--- src/rtl/fpga_instruction_pkg.sv ---
// -----------------------------------------------------------------------------
// fpga_instruction_pkg
// Shared types and helpers for the PC-to-DUT instruction stream.
//   ser_state_t : serialiser FSM state encoding
//   ceil_div()  : integer ceiling division, used to derive byte and chunk counts
//   DROP_CNT_W  : width of the saturating lost-instruction counter
// -----------------------------------------------------------------------------
package fpga_instruction_pkg;

  localparam int DROP_CNT_W = 8;

  // Encoding chosen so every legal transition flips exactly one bit:
  // IDLE->LOAD->REQ<->ACK_LOW->IDLE. instruction_req decodes to REQ only,
  // so it cannot glitch on its way to the asynchronous receiver.
  typedef enum logic [1:0] {
    ST_IDLE    = 2'b00,
    ST_LOAD    = 2'b01,
    ST_REQ     = 2'b11,
    ST_ACK_LOW = 2'b10
  } ser_state_t;

  // NBYTES = ceil_div(INSTR_W, 8); NCHUNKS = ceil_div(INSTR_W, CHUNK_W).
  function automatic int ceil_div(input int num, input int den);
    return (num + den - 1) / den;
  endfunction

endpackage

--- src/rtl/fpga_instruction_fifo.sv ---
// -----------------------------------------------------------------------------
// fpga_instruction_fifo
// Synchronous FIFO, parametrised width and depth (depth a power of two).
//   clk, rst  : clock, asynchronous active-high reset
//   i_push    : write i_din (ignored when full unless a pop happens too)
//   i_pop     : read; o_dout shows the popped word from the next cycle
//   o_full    : registered, level == DEPTH
//   o_empty   : level == 0
//   o_level   : registered occupancy
// Push and pop in the same cycle are both honoured, including when full.
// -----------------------------------------------------------------------------
module fpga_instruction_fifo #(
  parameter int W     = 8,
  parameter int DEPTH = 4
) (
  input  logic                     clk,
  input  logic                     rst,
  input  logic                     i_push,
  input  logic                     i_pop,
  input  logic [W-1:0]             i_din,
  output logic [W-1:0]             o_dout,
  output logic                     o_full,
  output logic                     o_empty,
  output logic [$clog2(DEPTH):0]   o_level
);

  localparam int PTR_W = $clog2(DEPTH);
  localparam int LVL_W = PTR_W + 1;

  logic [W-1:0]     r_mem [DEPTH];
  logic [PTR_W-1:0] r_wr_ptr;
  logic [PTR_W-1:0] r_rd_ptr;
  logic [LVL_W-1:0] r_level;
  logic             r_full;
  logic [W-1:0]     r_dout;

  logic             w_do_push;
  logic             w_do_pop;
  logic [LVL_W-1:0] w_level_nxt;

  assign w_do_pop  = i_pop && (r_level != '0);
  // A pop in the same cycle frees the slot, so a push into a full FIFO is legal.
  assign w_do_push = i_push && (!r_full || w_do_pop);

  always_comb begin
    w_level_nxt = r_level;
    if (w_do_push && !w_do_pop) begin
      w_level_nxt = r_level + LVL_W'(1);
    end else if (!w_do_push && w_do_pop) begin
      w_level_nxt = r_level - LVL_W'(1);
    end
  end

  // Storage has no reset so it can map onto distributed RAM.
  always_ff @(posedge clk) begin
    if (w_do_push) begin
      r_mem[r_wr_ptr] <= i_din;
    end
  end

  always_ff @(posedge clk or posedge rst) begin
    if (rst) begin
      r_wr_ptr <= '0;
      r_rd_ptr <= '0;
      r_level  <= '0;
      r_full   <= 1'b0;
      r_dout   <= '0;
    end else begin
      if (w_do_push) begin
        r_wr_ptr <= r_wr_ptr + PTR_W'(1);
      end
      if (w_do_pop) begin
        r_rd_ptr <= r_rd_ptr + PTR_W'(1);
        r_dout   <= r_mem[r_rd_ptr];
      end
      r_level <= w_level_nxt;
      r_full  <= (w_level_nxt == LVL_W'(DEPTH));
    end
  end

  assign o_dout  = r_dout;
  assign o_full  = r_full;
  assign o_empty = (r_level == '0);
  assign o_level = r_level;

endmodule

--- src/rtl/fpga_instruction_stream.sv ---
// -----------------------------------------------------------------------------
// fpga_instruction_stream
// Assembles PC bytes (MSB first) into INSTR_W-bit instructions, buffers up to
// FIFO_DEPTH of them, and sends each one LSB chunk first as CHUNK_W-bit words
// over a 4-phase req/ack link.
//   clk, rst             : clock, asynchronous active-high reset
//   data_from_pc_valid   : one byte per high cycle on data_from_pc
//   instruction_ack      : acknowledge from the DUT (asynchronous, synchronised)
//   instruction_req      : request to the DUT
//   instruction_chunked  : current chunk, stable from req rise until ack_s low
//   instruction_last     : high while the final chunk is presented
//   full, fifo_level     : registered FIFO status
//   drop_count           : saturating count of lost instructions
//                          (overflow drops and inter-byte timeouts)
//   busy                 : serialiser not idle
//
// Link handshake: instruction_req rises with the chunk already stable; the DUT
// raises ack; once the synchronised ack is seen high, req falls; once it is
// seen low again the next chunk (or idle) follows. The chunk and last flag do
// not change anywhere inside that window.
// -----------------------------------------------------------------------------
module fpga_instruction_stream
  import fpga_instruction_pkg::*;
#(
  parameter int INSTR_W        = 147,
  parameter int CHUNK_W        = 32,
  parameter int FIFO_DEPTH     = 4,
  parameter int TIMEOUT_CYCLES = 65535
) (
  input  logic                          clk,
  input  logic                          rst,
  input  logic                          data_from_pc_valid,
  input  logic [7:0]                    data_from_pc,
  input  logic                          instruction_ack,
  output logic                          instruction_req,
  output logic [CHUNK_W-1:0]            instruction_chunked,
  output logic                          instruction_last,
  output logic                          full,
  output logic [$clog2(FIFO_DEPTH):0]   fifo_level,
  output logic [DROP_CNT_W-1:0]         drop_count,
  output logic                          busy
);

  localparam int NBYTES  = ceil_div(INSTR_W, 8);
  localparam int NCHUNKS = ceil_div(INSTR_W, CHUNK_W);
  localparam int SHIFT_W = NBYTES * 8;
  localparam int PAD_W   = NCHUNKS * CHUNK_W;
  localparam int BCNT_W  = $clog2(NBYTES);
  localparam int IDX_W   = (NCHUNKS > 1) ? $clog2(NCHUNKS) : 1;
  localparam int IDLE_W  = (TIMEOUT_CYCLES > 0) ? $clog2(TIMEOUT_CYCLES + 1) : 1;

  // ---------------------------------------------------------------- assembler
  logic [SHIFT_W-1:0] r_shift;
  logic [BCNT_W-1:0]  r_byte_cnt;
  logic [IDLE_W-1:0]  r_idle;
  logic               r_push;
  logic               w_timeout;

  assign w_timeout = (TIMEOUT_CYCLES != 0) && (r_byte_cnt != '0) &&
                     (r_idle == IDLE_W'(TIMEOUT_CYCLES));

  always_ff @(posedge clk or posedge rst) begin
    if (rst) begin
      r_shift    <= '0;
      r_byte_cnt <= '0;
      r_idle     <= '0;
      r_push     <= 1'b0;
    end else begin
      r_push <= 1'b0;
      if (data_from_pc_valid) begin
        r_shift <= {r_shift[SHIFT_W-9:0], data_from_pc};
        r_idle  <= '0;
        if (w_timeout) begin
          // Partial instruction abandoned; this byte starts a fresh one.
          r_byte_cnt <= BCNT_W'(1);
        end else if (r_byte_cnt == BCNT_W'(NBYTES - 1)) begin
          r_byte_cnt <= '0;
          r_push     <= 1'b1;
        end else begin
          r_byte_cnt <= r_byte_cnt + BCNT_W'(1);
        end
      end else if (w_timeout) begin
        r_byte_cnt <= '0;
        r_idle     <= '0;
      end else if (r_byte_cnt != '0) begin
        r_idle <= r_idle + IDLE_W'(1);
      end
    end
  end

  // --------------------------------------------------------------------- FIFO
  logic               w_pop;
  logic               w_fifo_full;
  logic               w_fifo_empty;
  logic [INSTR_W-1:0] w_fifo_dout;

  // Only the low INSTR_W bits matter; excess top bits of the first byte fall off.
  fpga_instruction_fifo #(
    .W     (INSTR_W),
    .DEPTH (FIFO_DEPTH)
  ) u_fifo (
    .clk     (clk),
    .rst     (rst),
    .i_push  (r_push),
    .i_pop   (w_pop),
    .i_din   (r_shift[INSTR_W-1:0]),
    .o_dout  (w_fifo_dout),
    .o_full  (w_fifo_full),
    .o_empty (w_fifo_empty),
    .o_level (fifo_level)
  );

  // ------------------------------------------------------------ drop counter
  logic                  w_ovf;
  logic [DROP_CNT_W:0]   w_drop_sum;
  logic [DROP_CNT_W-1:0] r_drop;

  assign w_ovf      = r_push && w_fifo_full && !w_pop;
  // An overflow and a timeout can land in the same cycle, hence up to +2.
  assign w_drop_sum = {1'b0, r_drop} + (DROP_CNT_W + 1)'(w_ovf) +
                      (DROP_CNT_W + 1)'(w_timeout);

  always_ff @(posedge clk or posedge rst) begin
    if (rst) begin
      r_drop <= '0;
    end else begin
      r_drop <= w_drop_sum[DROP_CNT_W] ? '1 : w_drop_sum[DROP_CNT_W-1:0];
    end
  end

  // -------------------------------------------------------- ack synchroniser
  logic r_ack_meta;
  logic r_ack_s;

  always_ff @(posedge clk or posedge rst) begin
    if (rst) begin
      r_ack_meta <= 1'b0;
      r_ack_s    <= 1'b0;
    end else begin
      r_ack_meta <= instruction_ack;
      r_ack_s    <= r_ack_meta;
    end
  end

  // --------------------------------------------------------------- serialiser
  ser_state_t       r_state;
  ser_state_t       w_state_nxt;
  logic [PAD_W-1:0] r_word;
  logic [IDX_W-1:0] r_idx;
  logic             w_is_last;

  assign w_is_last = (r_idx == IDX_W'(NCHUNKS - 1));
  assign w_pop     = (r_state == ST_IDLE) && !w_fifo_empty;

  always_ff @(posedge clk or posedge rst) begin
    if (rst) begin
      r_state <= ST_IDLE;
    end else begin
      r_state <= w_state_nxt;
    end
  end

  always_comb begin
    w_state_nxt = r_state;
    case (r_state)
      ST_IDLE:    if (!w_fifo_empty) w_state_nxt = ST_LOAD;
      ST_LOAD:    w_state_nxt = ST_REQ;
      ST_REQ:     if (r_ack_s) w_state_nxt = ST_ACK_LOW;
      ST_ACK_LOW: if (!r_ack_s) w_state_nxt = w_is_last ? ST_IDLE : ST_REQ;
      default:    w_state_nxt = ST_IDLE;
    endcase
  end

  // Word register is zero-extended, so the final chunk reads zeros above INSTR_W.
  always_ff @(posedge clk or posedge rst) begin
    if (rst) begin
      r_word <= '0;
      r_idx  <= '0;
    end else begin
      if (r_state == ST_LOAD) begin
        r_word <= PAD_W'(w_fifo_dout);
        r_idx  <= '0;
      end else if (r_state == ST_ACK_LOW && !r_ack_s && !w_is_last) begin
        r_idx <= r_idx + IDX_W'(1);
      end
    end
  end

  always_comb begin
    instruction_req     = 1'b0;
    instruction_chunked = '0;
    instruction_last    = 1'b0;
    busy                = (r_state != ST_IDLE);
    if (r_state == ST_REQ || r_state == ST_ACK_LOW) begin
      instruction_req     = (r_state == ST_REQ);
      instruction_chunked = r_word[r_idx*CHUNK_W +: CHUNK_W];
      instruction_last    = w_is_last;
    end
  end

  assign full       = w_fifo_full;
  assign drop_count = r_drop;

endmodule

--- config.mk ---
export PLATFORM = sky130hd
export DESIGN_NAME = fpga_instruction_stream
export DESIGN_NICKNAME = d
export VERILOG_FILES = /design/src/rtl/fpga_instruction_pkg.sv /design/src/rtl/fpga_instruction_fifo.sv /design/src/rtl/fpga_instruction_stream.sv
export SDC_FILE = /design/constraint.sdc
export NUM_CORES = 1
export LEC_CHECK = 0
export ABC_AREA = 0
export CAP_MARGIN = 10
export CORE_ASPECT_RATIO = 1.25
export CORE_MARGIN = 4
export CORE_UTILIZATION = 52
export DETAILED_ROUTE_END_ITERATION = 10
export PLACE_DENSITY = 0.68
export SETUP_SLACK_MARGIN = 0.02
export SLEW_MARGIN = 5
export SYNTH_ARGS = -nofsm -noshare
export SYNTH_HDL_FRONTEND = slang
export SYNTH_SLANG_ARGS = --single-unit
export TNS_END_PERCENT = 5
--- constraint.sdc ---
create_clock -name clk -period 20 [get_ports clk]
set_input_delay 2 -clock clk [delete_from_list [all_inputs] [get_ports clk]]
set_output_delay 2 -clock clk [all_outputs]
set_load 0.1 [all_outputs]
# Yosys cells after proc, flatten, opt, wreduce, memory -nomap -nowiden
# Memories as Yosys holds them, arrays and structs flattened. A register that Yosys moved wholly into a read port is not among the register bits.
# Index checks and enable logic that the tools add are counted.
# W data, S select, Z words.
# word_totals
regBits,339
mem_bits_rw,588
inputBits,12
out_inout_bits,47
wordCells,88
mem_count,1
# mem_list
name,depth,word_bits,read_ports,rd_clocked_by_memory_dff,write_ports,line_no,text
u_fifo.r_mem,4,147,1,1,1,fpga_instruction_fifo.sv:30,logic [W-1:0] r_mem [DEPTH];
# classes
add_sub_neg,9
eq_ne,10
n_shift,1
mux,25
reduce_logical,28
# op_table
operator,count
$shiftx A160 B9 Y32,1
$mux W16,3
$mux W32,1
$mux W5,4
$add A16 B1 Y16 const B,1
$eq A16 B16 Y1 const B,1
$mux W3,4
$logic_and A1 B1 Y1,10
$add A8 B1 Y9,1
$add A9 B1 Y9,1
$mux W2,4
$mux W8,1
$pmux W2 S4,1
$logic_not A1 Y1,7
$mux W1,7
$add A3 B1 Y3 const B,2
$eq A3 B3 Y1 const B,2
$ne A2 B2 Y1 const B,3
$reduce_bool A2 Y1,3
$reduce_bool A3 Y1,2
$add A5 B1 Y5 const B,1
$eq A5 B5 Y1 const B,1
$reduce_bool A5 Y1,1
$add A2 B1 Y2 const B,2
other kinds (7),9

# Logic depth before layout (Yosys ltp)
# Gate-level depths: netlist of the first run.
# depth
ltp_word,11
ltp_mapped,12
depth_no_buf,11

# By module
# From an unflattened synthesis of the first run, not the netlist that was laid out.
# unflattened
cells_unflattened,2338
area_unflattened_um2,41021.8
# modules_own_cells
mod,n_inst,cells_each,area_per_inst_um2,seq_area_each_um2
fpga_instruction_fifo,1,1441,27209.8,21535.7
fpga_instruction_stream,1,897,13812.0,8282.9

# Worst setup path after synthesis of the first run
# Ideal clock, no wire load.
# synth_path
path_kind,register -> register
from,"register u_fifo.r_level[0], in the netlist u_fifo.o_level[0]"
to,"memory u_fifo.r_mem[0][0] (netlist bit), enable pin"
setup_time_ns,0.524
arrival_time_ns,5.493
required_ns,19.476
setup_slack_ns,13.983
stages_incl_launch_ff,7
path_buffers,0
synth_period_minus_slack_ns,6.017
cell_sequence,dfrtp_1 > inv_1 > ha_1 > nand2b_1 > nand2_1 > a21boi_0 > and2_1
# synth_via
elab_chain_len,8
word_cells_on_any_way,9
cone_classes,mux (2); reduce/logical (7)
# synth_lines
element,line_no,text
start: declaration,fpga_instruction_fifo.sv:33,logic [LVL_W-1:0] r_level;
start signal: assignment,fpga_instruction_fifo.sv:76,r_level <= w_level_nxt;
$logic_not A3 Y1,fpga_instruction_fifo.sv:83,assign o_empty = (r_level == '0);
$logic_not A1 Y1,n/a,
$logic_and A1 B1 Y1,fpga_instruction_stream.sv:153,assign w_pop = (r_state == ST_IDLE) && !w_fifo_empty;
$logic_and A1 B1 Y1 *,fpga_instruction_fifo.sv:41,assign w_do_pop = i_pop && (r_level != '0);
$logic_or A1 B1 Y1 *,fpga_instruction_fifo.sv:43,assign w_do_push = i_push && (!r_full || w_do_pop);
$logic_and A1 B1 Y1 *,fpga_instruction_fifo.sv:43,
$mux W1 *,fpga_instruction_fifo.sv:56,if (w_do_push) begin
$mux W1 (implied by the code) *,fpga_instruction_fifo.sv:57,r_mem[r_wr_ptr] <= i_din;
end: declaration,fpga_instruction_fifo.sv:30,
# Every way passes the cells marked *; elsewhere a longest branch is shown, timed or not.

# Worst setup path after layout of the first run
# layout_path
from,register r_idx[1]
to,output instruction_chunked[4]
# layout_via
elab_chain_len,2
# layout_lines
element,line_no,text
start: declaration,fpga_instruction_stream.sv:149,logic [IDX_W-1:0] r_idx;
start signal: assignment,fpga_instruction_stream.sv:184,r_idx <= r_idx + IDX_W'(1);
$shiftx A160 B9 Y32,fpga_instruction_stream.sv:196,instruction_chunked = r_word[r_idx*CHUNK_W +: CHUNK_W];
$mux W32,fpga_instruction_stream.sv:194,if (r_state == ST_REQ || r_state == ST_ACK_LOW) begin
end: declaration,fpga_instruction_stream.sv:36,"output logic [CHUNK_W-1:0] instruction_chunked,"
# Every way passes these cells.

==> flow_summary.yaml, run 1 <==
placement:
  gp_congestion: 0.747
  dp_hpwl_mm: 44.6
  io_buffers: 58
grt:
  antenna_found_initial: 0
  track_usage_pct: 20.2
  grt_max_degree: 170
  gr-total-overflow: 0
  grt_pass1_wl_mm: 127
  grt_pass1_vias: 20500
setup_path:
  startpoint_type: "flop"
  cp.required_ns: 18.00
  worstPathArrival_ns: 4.09
  end_kind: "output port"
  critPathKind: "reg2out"
  cp_max_fo: 37
route:
  viasPerCell: 5.88
  num_vias: 19100
  drt_first_pass_iters: 5
  route.detailed.drc: 0
  ant_nets: 0
  post_drt_wl_per_cell_um: 25.2
  drt_iter0_drc: 1178
  finalWirelength_mm: 81.7
clocking:
  cts_root_buf: "clkbuf_16"
  cts_resized: 0
  cts_setup_buffers: 0
  cts_tree: "done"
  clkTransAtPathRegs_ns: 0.06
  cts_max_path_buffers: 3
  hold_buffers: 0
  worstSkewPairLatency_ns: 0.68
  cts_htree_levels: 3
  clock-sinks: 1074
  cts_buffers: 101
layout:
  areaGrowthSynthToFinish_pct: 12.7
  post-route-util_pct: 59.3
  fin_nets: 2135
  layout-drive-gt1-share_pct: 37.4
  diodes: 0
timing:
  holdWs_ns: 0.378
  drv_slew: 0
  tightestPinTransition_ns: 1.27
  hold_viol: 0
  fin_worst_skew_ns: 0.0350
  max_freq_ghz: 0.164
  period_minus_slack_ns: 6.09
  rsz0062_at_grt: "no"
  slew_headroom_pct: 15.1
  fin_crit_sh_pct: 30.5
  setup_viol: 0
  fin_tns_setup_ns: 0
synthesis:
  yosysSeqAreaShare_pct: 73.1
  synth.area.top_cells: "edfxtp_1, dfrtp_1, mux2_2"
  synthXorXnorAreaFrac_pct: 0.386
  synthMuxAreaShare_pct: 22.1
  syn_area_mm2: 0.0408
  synth_edf_count: 588
  synth-simple-area-share_pct: 1.69
  ys_ff_latch: 1074
  synth_top_family_by_area: "multiplexers"
  synth_flop_cell: "edfxtp_1"
  syn_nets: 2055
  async_reset_ff_share_pct: 45.3
  synth_top_area_share_pct: 43.3
  synth_area_leader_cell: "edfxtp_1"
  synthCells: 2028
  synth_compound_area_share_pct: 0.990
  synth.distinct_cells: 50
  synthAdderAreaFrac_pct: 0.478
  yosysWarnings: 0
  syn_avg_cell_area_um2: 20.1
worst_hold_path:
  worstHoldPathType: "reg2reg"
power:
  power_leakage_nw: 17.1
  p_per_area_mw_per_mm2: 149
  peakVddDrop_mv: 0.229
floorplan:
  dieArea_mm2: 0.0830
  core_mm2: 0.0776
  fp.dieH_um: 321
  start_util_pct: 52.6
  io_pins: 59
  row_count: 114
  die_w_um: 259
flow_run:
  drv_cap: 0
status:
  status: "complete, no violations"
synth_stat cells, drive strengths merged, types with 4 or more instances:
| master | count |
|---|---|
| edfxtp | 588 |
| and2 | 20 |
| nand2b | 7 |
| inv | 15 |
| mux4 | 179 |
| o21ai | 8 |
| a21oi | 15 |
| ha | 14 |
| buf | 54 |
| nor2 | 27 |
| nand3 | 10 |
| clkbuf | 46 |
| or3 | 4 |
| nor2b | 5 |
| nor3 | 6 |
| dfrtp | 486 |
| mux2 | 443 |
| nand2 | 21 |
| a22o | 20 |
| xnor2 | 15 |
| and3 | 5 |
| nand4 | 6 |
| nor4b | 4 |
metal layers:
layer | track usage (%) | part of all wire (%) | wire length (um)
met5 | 0 | 0 | 0
met3 | 3.63 | 4.7 | 3830
met2 | 33.0 | 50 | 40700
met1 | 27.7 | 42 | 34300
met4 | 7.35 | 3.5 | 2830
power breakdown:
group          switching (mW)  internal [mW]  total [mW]  leakage (nW)
registers               0.463           2.87        3.33          11.4
logic                   0.826          0.736        1.56          3.94
clock network           0.831           1.14        1.98          1.69
total                    2.12           4.75        6.87          17.1
critical path, stage by stage, from the launching register on:
cell             delay, ns
dfrtp_2               0.39
buf_4                 0.31
nor3_4                1.06
a22o_1                0.44
clkdlybuf4s50_1       1.20
final timing paths:
kind / start / to / slack, ns / depth (start not counted)
setup / recovery: r_idx[1] / instruction_chunked[4] / 13.91 / 4
hold / removal: r_ack_meta / r_ack_s / 0.38 / 0
setup reg to reg: u_fifo.r_rd_ptr[0] / u_fifo.o_dout[118] / 16.19 / 4
hold reg to reg: r_ack_meta / r_ack_s / 0.38 / 0
max in group asynchronous: rst / r_word[61] / 15.77 / 4
min in group asynchronous: rst / u_fifo.o_dout[137] / 1.84 / 2
per-stage QoR:
stage / total power, mW / setup WS, ns / instance area, um^2 / cells
after floorplan: 4.41 / 4.44 / 40800 / 2028
after global placement: 4.89 / 14.68 / 42500 / 3049
after detailed placement: 4.95 / 14.63 / 42500 / 3049
after CTS: 6.94 / 13.89 / 46000 / 3240
after global routing: 7.17 / 13.80 / 46000 / 3240
final: 6.87 / 13.91 / 46000 / 3240
state kept, by name, indices dropped and copies added (netlist names):
| name | flops |
|---|---|
| drop_count | 8 |
| r_ack_meta | 1 |
| r_ack_s | 1 |
| r_byte_cnt | 5 |
| r_idle | 16 |
| r_idx | 3 |
| r_push | 1 |
| r_shift | 147 |
| r_state | 2 |
| r_word | 147 |
| u_fifo.o_dout | 147 |
| u_fifo.o_full | 1 |
| u_fifo.o_level | 3 |
| u_fifo.r_mem | 588 |
| u_fifo.r_rd_ptr | 2 |
| u_fifo.r_wr_ptr | 2 |
cells by family after synthesis:
group | Yosys count
compound gates | 58
xor+xnor | 18
fa+ha+maj | 15
buf+inv | 115
mux | 623
flops | 1074
simple gates | 125
cell type report:
| type | count | area [um^2] |
|---|---|---|
| Multi-Input combinational cell | 839 | 10500 |
| Clock inverter | 60 | 694 |
| Sequential cell | 1074 | 29800 |
| Clock buffer | 131 | 2780 |
| Timing Repair Buffer | 77 | 815 |
| Tap cell | 1044 | 1310 |
| Fill cell | 5603 | 31600 |
| Inverter | 15 | 63.8 |
layout by cell type (no fill, tap or decap), drive strengths merged, types with 5 or more instances in the layout:
| master | n |
|---|---|
| clkdlybuf4s50 | 57 |
| a21oi | 15 |
| nand2 | 21 |
| nor3 | 6 |
| clkbuf | 132 |
| bufinv | 12 |
| xnor2 | 15 |
| and3 | 5 |
| nand2b | 7 |
| dfrtp | 486 |
| clkinvlp | 6 |
| edfxtp | 588 |
| inv | 20 |
| a22o | 20 |
| and2 | 20 |
| buf | 19 |
| nand4 | 6 |
| o21ai | 8 |
| clkinv | 37 |
| mux4 | 179 |
| mux2 | 443 |
| nor2b | 5 |
| nor2 | 27 |
| nand3 | 10 |
| ha | 14 |
No activity file was read; power rests on OpenSTA's default activity.
==> run 2: changes to the inputs <==
- PLACE_DENSITY: 0.68 -> 0.71
- clock period: 20 -> 5.15 ns (I/O delays scaled with it)
==> flow_summary.yaml, run 2 (synthesis results as in run 1) <==
status:
  status: "complete, no violations"
clocking:
  cts_htree_levels: 3
  worstSkewPairLatency_ns: 0.66
  hold_buffers: 0
  cts_tree: "done"
  clock-sinks: 1074
  cts_max_path_buffers: 3
  clkTransAtPathRegs_ns: 0.06
  cts_root_buf: "clkbuf_16"
  cts_resized: 0
  cts_buffers: 99
  cts_setup_buffers: 0
timing:
  slew_headroom_pct: 21.0
  drv_slew: 0
  fin_worst_skew_ns: 0.0216
  max_freq_ghz: 0.225
  setup_viol: 0
  hold_viol: 0
  fin_tns_setup_ns: 0
  rsz0062_at_grt: "no"
  postLayoutSetupSlackWorst_ns: 0.714
  holdWs_ns: 0.319
  tightestPinTransition_ns: 1.18
  period_minus_slack_ns: 4.44
  fin_crit_sh_pct: 86.1
placement:
  io_buffers: 58
  place_ws_ns: 1.28
  gp_congestion: 0.741
  placed_area_mm2: 0.0427
  post-place-cells: 3063
  dp_hpwl_mm: 47.4
route:
  num_vias: 19000
  drt_first_pass_iters: 7
  finalWirelength_mm: 79.9
  viasPerCell: 5.83
  route.detailed.drc: 0
  drt_iter0_drc: 1449
  ant_nets: 0
  post_drt_wl_per_cell_um: 24.6
power:
  peakVddDrop_mv: 0.978
  p_per_area_mw_per_mm2: 575
  seq_power_share_pct: 49.0
  intPower_mw: 18.4
  pwr-share-comb_pct: 22.9
  power_leakage_nw: 17.1
  p_total_mw: 26.5
  clkPwrFrac_pct: 28.1
  switching_share_pct: 30.6
  switchingPower_mw: 8.10
layout:
  top_register: "u_fifo.r_mem"
  diodes: 0
  fin_area_mm2: 0.0461
  fillers: 5554
  fin_nets: 2147
  largest_reg_flops: 588
  post-route-util_pct: 59.4
  mostFrequentLayoutCells: "edfxtp_1, dfrtp_1, mux2_2, mux4_2, clkbuf_16"
  areaGrowthSynthToFinish_pct: 12.9
  final_common_cell: "edfxtp_1"
  finalNonFillerCells: 3250
  layout-drive-gt1-share_pct: 37.6
grt:
  track_usage_pct: 19.7
  grt_pass1_wl_mm: 126
  busiest_layer: "met2"
  grt_pass1_vias: 20200
  grt_max_degree: 127
  grt_use_met1_pct: 29.4
  antenna_found_initial: 1
  gr-total-overflow: 0
  grt_util_met2_pct: 31.6
  grt_use_met3_pct: 2.63
worst_hold_path:
  worstHoldPathType: "in2reg"
floorplan:
  row_count: 114
  dieArea_mm2: 0.0830
  fp.dieH_um: 321
  start_util_pct: 52.6
  die_w_um: 259
  core_mm2: 0.0776
  io_pins: 59
flow_run:
  drv_cap: 0
setup_path:
  end_kind: "output port"
  critPathMaxStageDelay_ns: 1.01
  startpoint_type: "flop"
  path_cells: "buf_4, mux4_2, a22o_1, clkdlybuf4s50_1"
  crit_buf_inv: 2
  cp_max_fo: 23
  critPathKind: "reg2out"
  crit_slowest_cell: "clkdlybuf4s50_1"
  cp.required_ns: 4.64
  worstPathArrival_ns: 3.92
  path_delay_family: "buffers and inverters"
==> run 2: routing by layer <==
metal	vias to the layer above	part of all wire, %
met5	-	0
met4	0	1.7
met3	95	4.6
met2	476	49
met1	10300	45
li1	8085	-
==> run 2: final timing paths <==
path	slack [ns]	end	startpoint	cells past startpoint
worst max-delay path	0.71	instruction_chunked[12]	r_idx[0]	4
worst max register to register	1.27	drop_count[7]	r_byte_cnt[0]	11
worst min-delay path	0.32	r_ack_meta	instruction_ack	1
min in group asynchronous	0.37	r_shift[57]	rst	2
max in group asynchronous	3.49	u_fifo.r_rd_ptr[0]	rst	3
worst min register to register	0.35	r_ack_s	r_ack_meta	0
==> run 2: area by class of cell <==
class | instances | area (um^2) | share of cell area [%]
tap | 1044 | 1310 | 2.84
timing repair buffer | 91 | 1000 | 2.18
multi-input combinational | 839 | 10500 | 22.8
clock inverter | 49 | 563 | 1.22
sequential | 1074 | 29800 | 64.8
inverter | 15 | 60.1 | 0.130
clock buffer | 138 | 2790 | 6.05
==> run 2: power by group through the flow <==
stage                     Clock, mW  Sequential [mW]  Combinational, mW
after floorplan                   0             12.2               4.96
after global placement            0             13.0               5.98
after detailed placement          0             13.1               6.09
after CTS                      7.60             13.0               6.15
after global routing           7.99             13.2               6.44
final                          7.45             13.0               6.05
==> run 3: changes to the inputs <==
- MAX_ROUTING_LAYER: default -> met4
==> flow_summary.yaml, run 3 (synthesis results as in run 1) <==
status:
  status: "complete, no violations"
setup_path:
  critPathKind: "reg2out"
  worstPathArrival_ns: 3.93
  r2r-end: "drop_count[7]"
  crit_slowest_cell: "clkdlybuf4s50_1"
  reg2reg_setup_slack_ns: 1.26
  cp_max_fo: 23
  reg2reg_depth: 11
  path_cells: "buf_4, mux4_2, a22o_1, clkdlybuf4s50_1"
  cp.required_ns: 4.64
  startpoint_type: "flop"
  end_kind: "output port"
  reg2reg_from: "r_byte_cnt[0]"
  cp-startpoint: "r_idx[0]"
  critPathMaxStageDelay_ns: 1.01
layout:
  fillers: 5554
  areaGrowthSynthToFinish_pct: 12.9
  final_common_cell: "edfxtp_1"
  multi_input_area_mm2: 0.0105
  layout-drive-gt1-share_pct: 37.6
  mostFrequentLayoutCells: "edfxtp_1, dfrtp_1, mux2_2, mux4_2, clkbuf_16"
  top_register: "u_fifo.r_mem"
  largest_reg_flops: 588
  diodes: 0
  seq_area_mm2: 0.0298
  fin_area_mm2: 0.0461
  fin_nets: 2147
power:
  power_leakage_nw: 17.1
  p_total_mw: 26.5
  peakVddDrop_mv: 0.979
  p_per_area_mw_per_mm2: 575
clocking:
  cts_tree: "done"
  cts_root_buf: "clkbuf_16"
  cts_buffers: 99
  cts_max_path_buffers: 3
  clkTransAtPathRegs_ns: 0.06
  clock-sinks: 1074
  worstSkewPairLatency_ns: 0.66
  cts_setup_buffers: 0
  hold_buffers: 0
  cts_htree_levels: 3
  cts_resized: 0
grt:
  gr-total-overflow: 0
  track_usage_pct: 20.3
  antenna_found_initial: 1
  grt_pass1_wl_mm: 126
  grt_max_degree: 127
  grt_pass1_vias: 20200
timing:
  period_minus_slack_ns: 4.44
  fin_crit_sh_pct: 86.3
  drv_slew: 0
  max_freq_ghz: 0.225
  tightestPinTransition_ns: 1.17
  slew_headroom_pct: 21.7
  hold_viol: 0
  setup_viol: 0
  fin_worst_skew_ns: 0.0256
  rsz0062_at_grt: "no"
placement:
  gp_congestion: 0.751
  placed_area_mm2: 0.0427
  io_buffers: 58
  dp_hpwl_mm: 47.4
route:
  viasPerCell: 5.80
  ant_nets: 0
  drt_first_pass_iters: 5
  post_drt_wl_per_cell_um: 24.6
  route.detailed.drc: 0
  num_vias: 18800
  finalWirelength_mm: 79.8
  drt_iter0_drc: 1522
floorplan:
  die_w_um: 259
  start_util_pct: 52.6
  dieArea_mm2: 0.0830
  io_pins: 59
  row_count: 114
  core_mm2: 0.0776
  fp.dieH_um: 321
worst_hold_path:
  hold_end: "r_ack_meta"
  min_path_cells: 1
  hp-start: "instruction_ack"
  worstHoldPathType: "in2reg"
flow_run:
  drv_cap: 0
[run 3: worst max-delay path by stage]
stage | end | depth (start not counted) | slack [ns]
after floorplan | drop_count[0] | 1 | -1.95
after global placement | instruction_chunked[12] | 4 | 1.34
after detailed placement | drop_count[7] | 11 | 1.28
after CTS | instruction_chunked[12] | 4 | 0.61
after global routing | instruction_chunked[12] | 4 | 0.51
final | instruction_chunked[12] | 4 | 0.71
[run 3: routing by layer]
metal  global-route usage, %  up-vias  part of all wire, %
li1                        -     8098                    -
met3                    2.54       94                  4.2
met2                    31.6      464                   49
met1                    29.4    10200                   45
met4                    4.86        0                  1.7
met5                       -        -                    0
[run 3: area by class of cell]
type	count	area share, %
clock buffers	138	6.05
clock inverters	49	1.22
inverters	15	0.130
multi-input cells	839	22.8
flip-flops and latches	1074	64.8
well taps	1044	2.84
repair buffers	91	2.18
[run 3: critical path: cells and delay by family, from the launching register on]
family | cells | cell delay (ns)
buffers and inverters | 2 | 1.52
AOI/OAI and AO/OA | 1 | 0.28
DFF | 1 | 0.90
muxes | 1 | 0.55
[run 3: stage by stage]
stage	TNS (ns)	cells	setup slack [ns]	hold WS [ns]	util, %
2_1_floorplan	-1459.22	2028	-1.95	0.331	-
3_3_place_gp	0	3063	1.34	0.338	55.0
3_5_place_dp	0	3063	1.28	0.339	55.0
4_1_cts	0	3250	0.613	0.284	59.4
5_1_grt	0	3250	0.511	0.323	59.4
6_report	0	3250	0.707	0.319	59.4
[run 3: report_power, final]
part,internal [mW],switching (mW)
combinational,2.88,3.17
clock,4.35,3.11
sequential,11.1,1.82
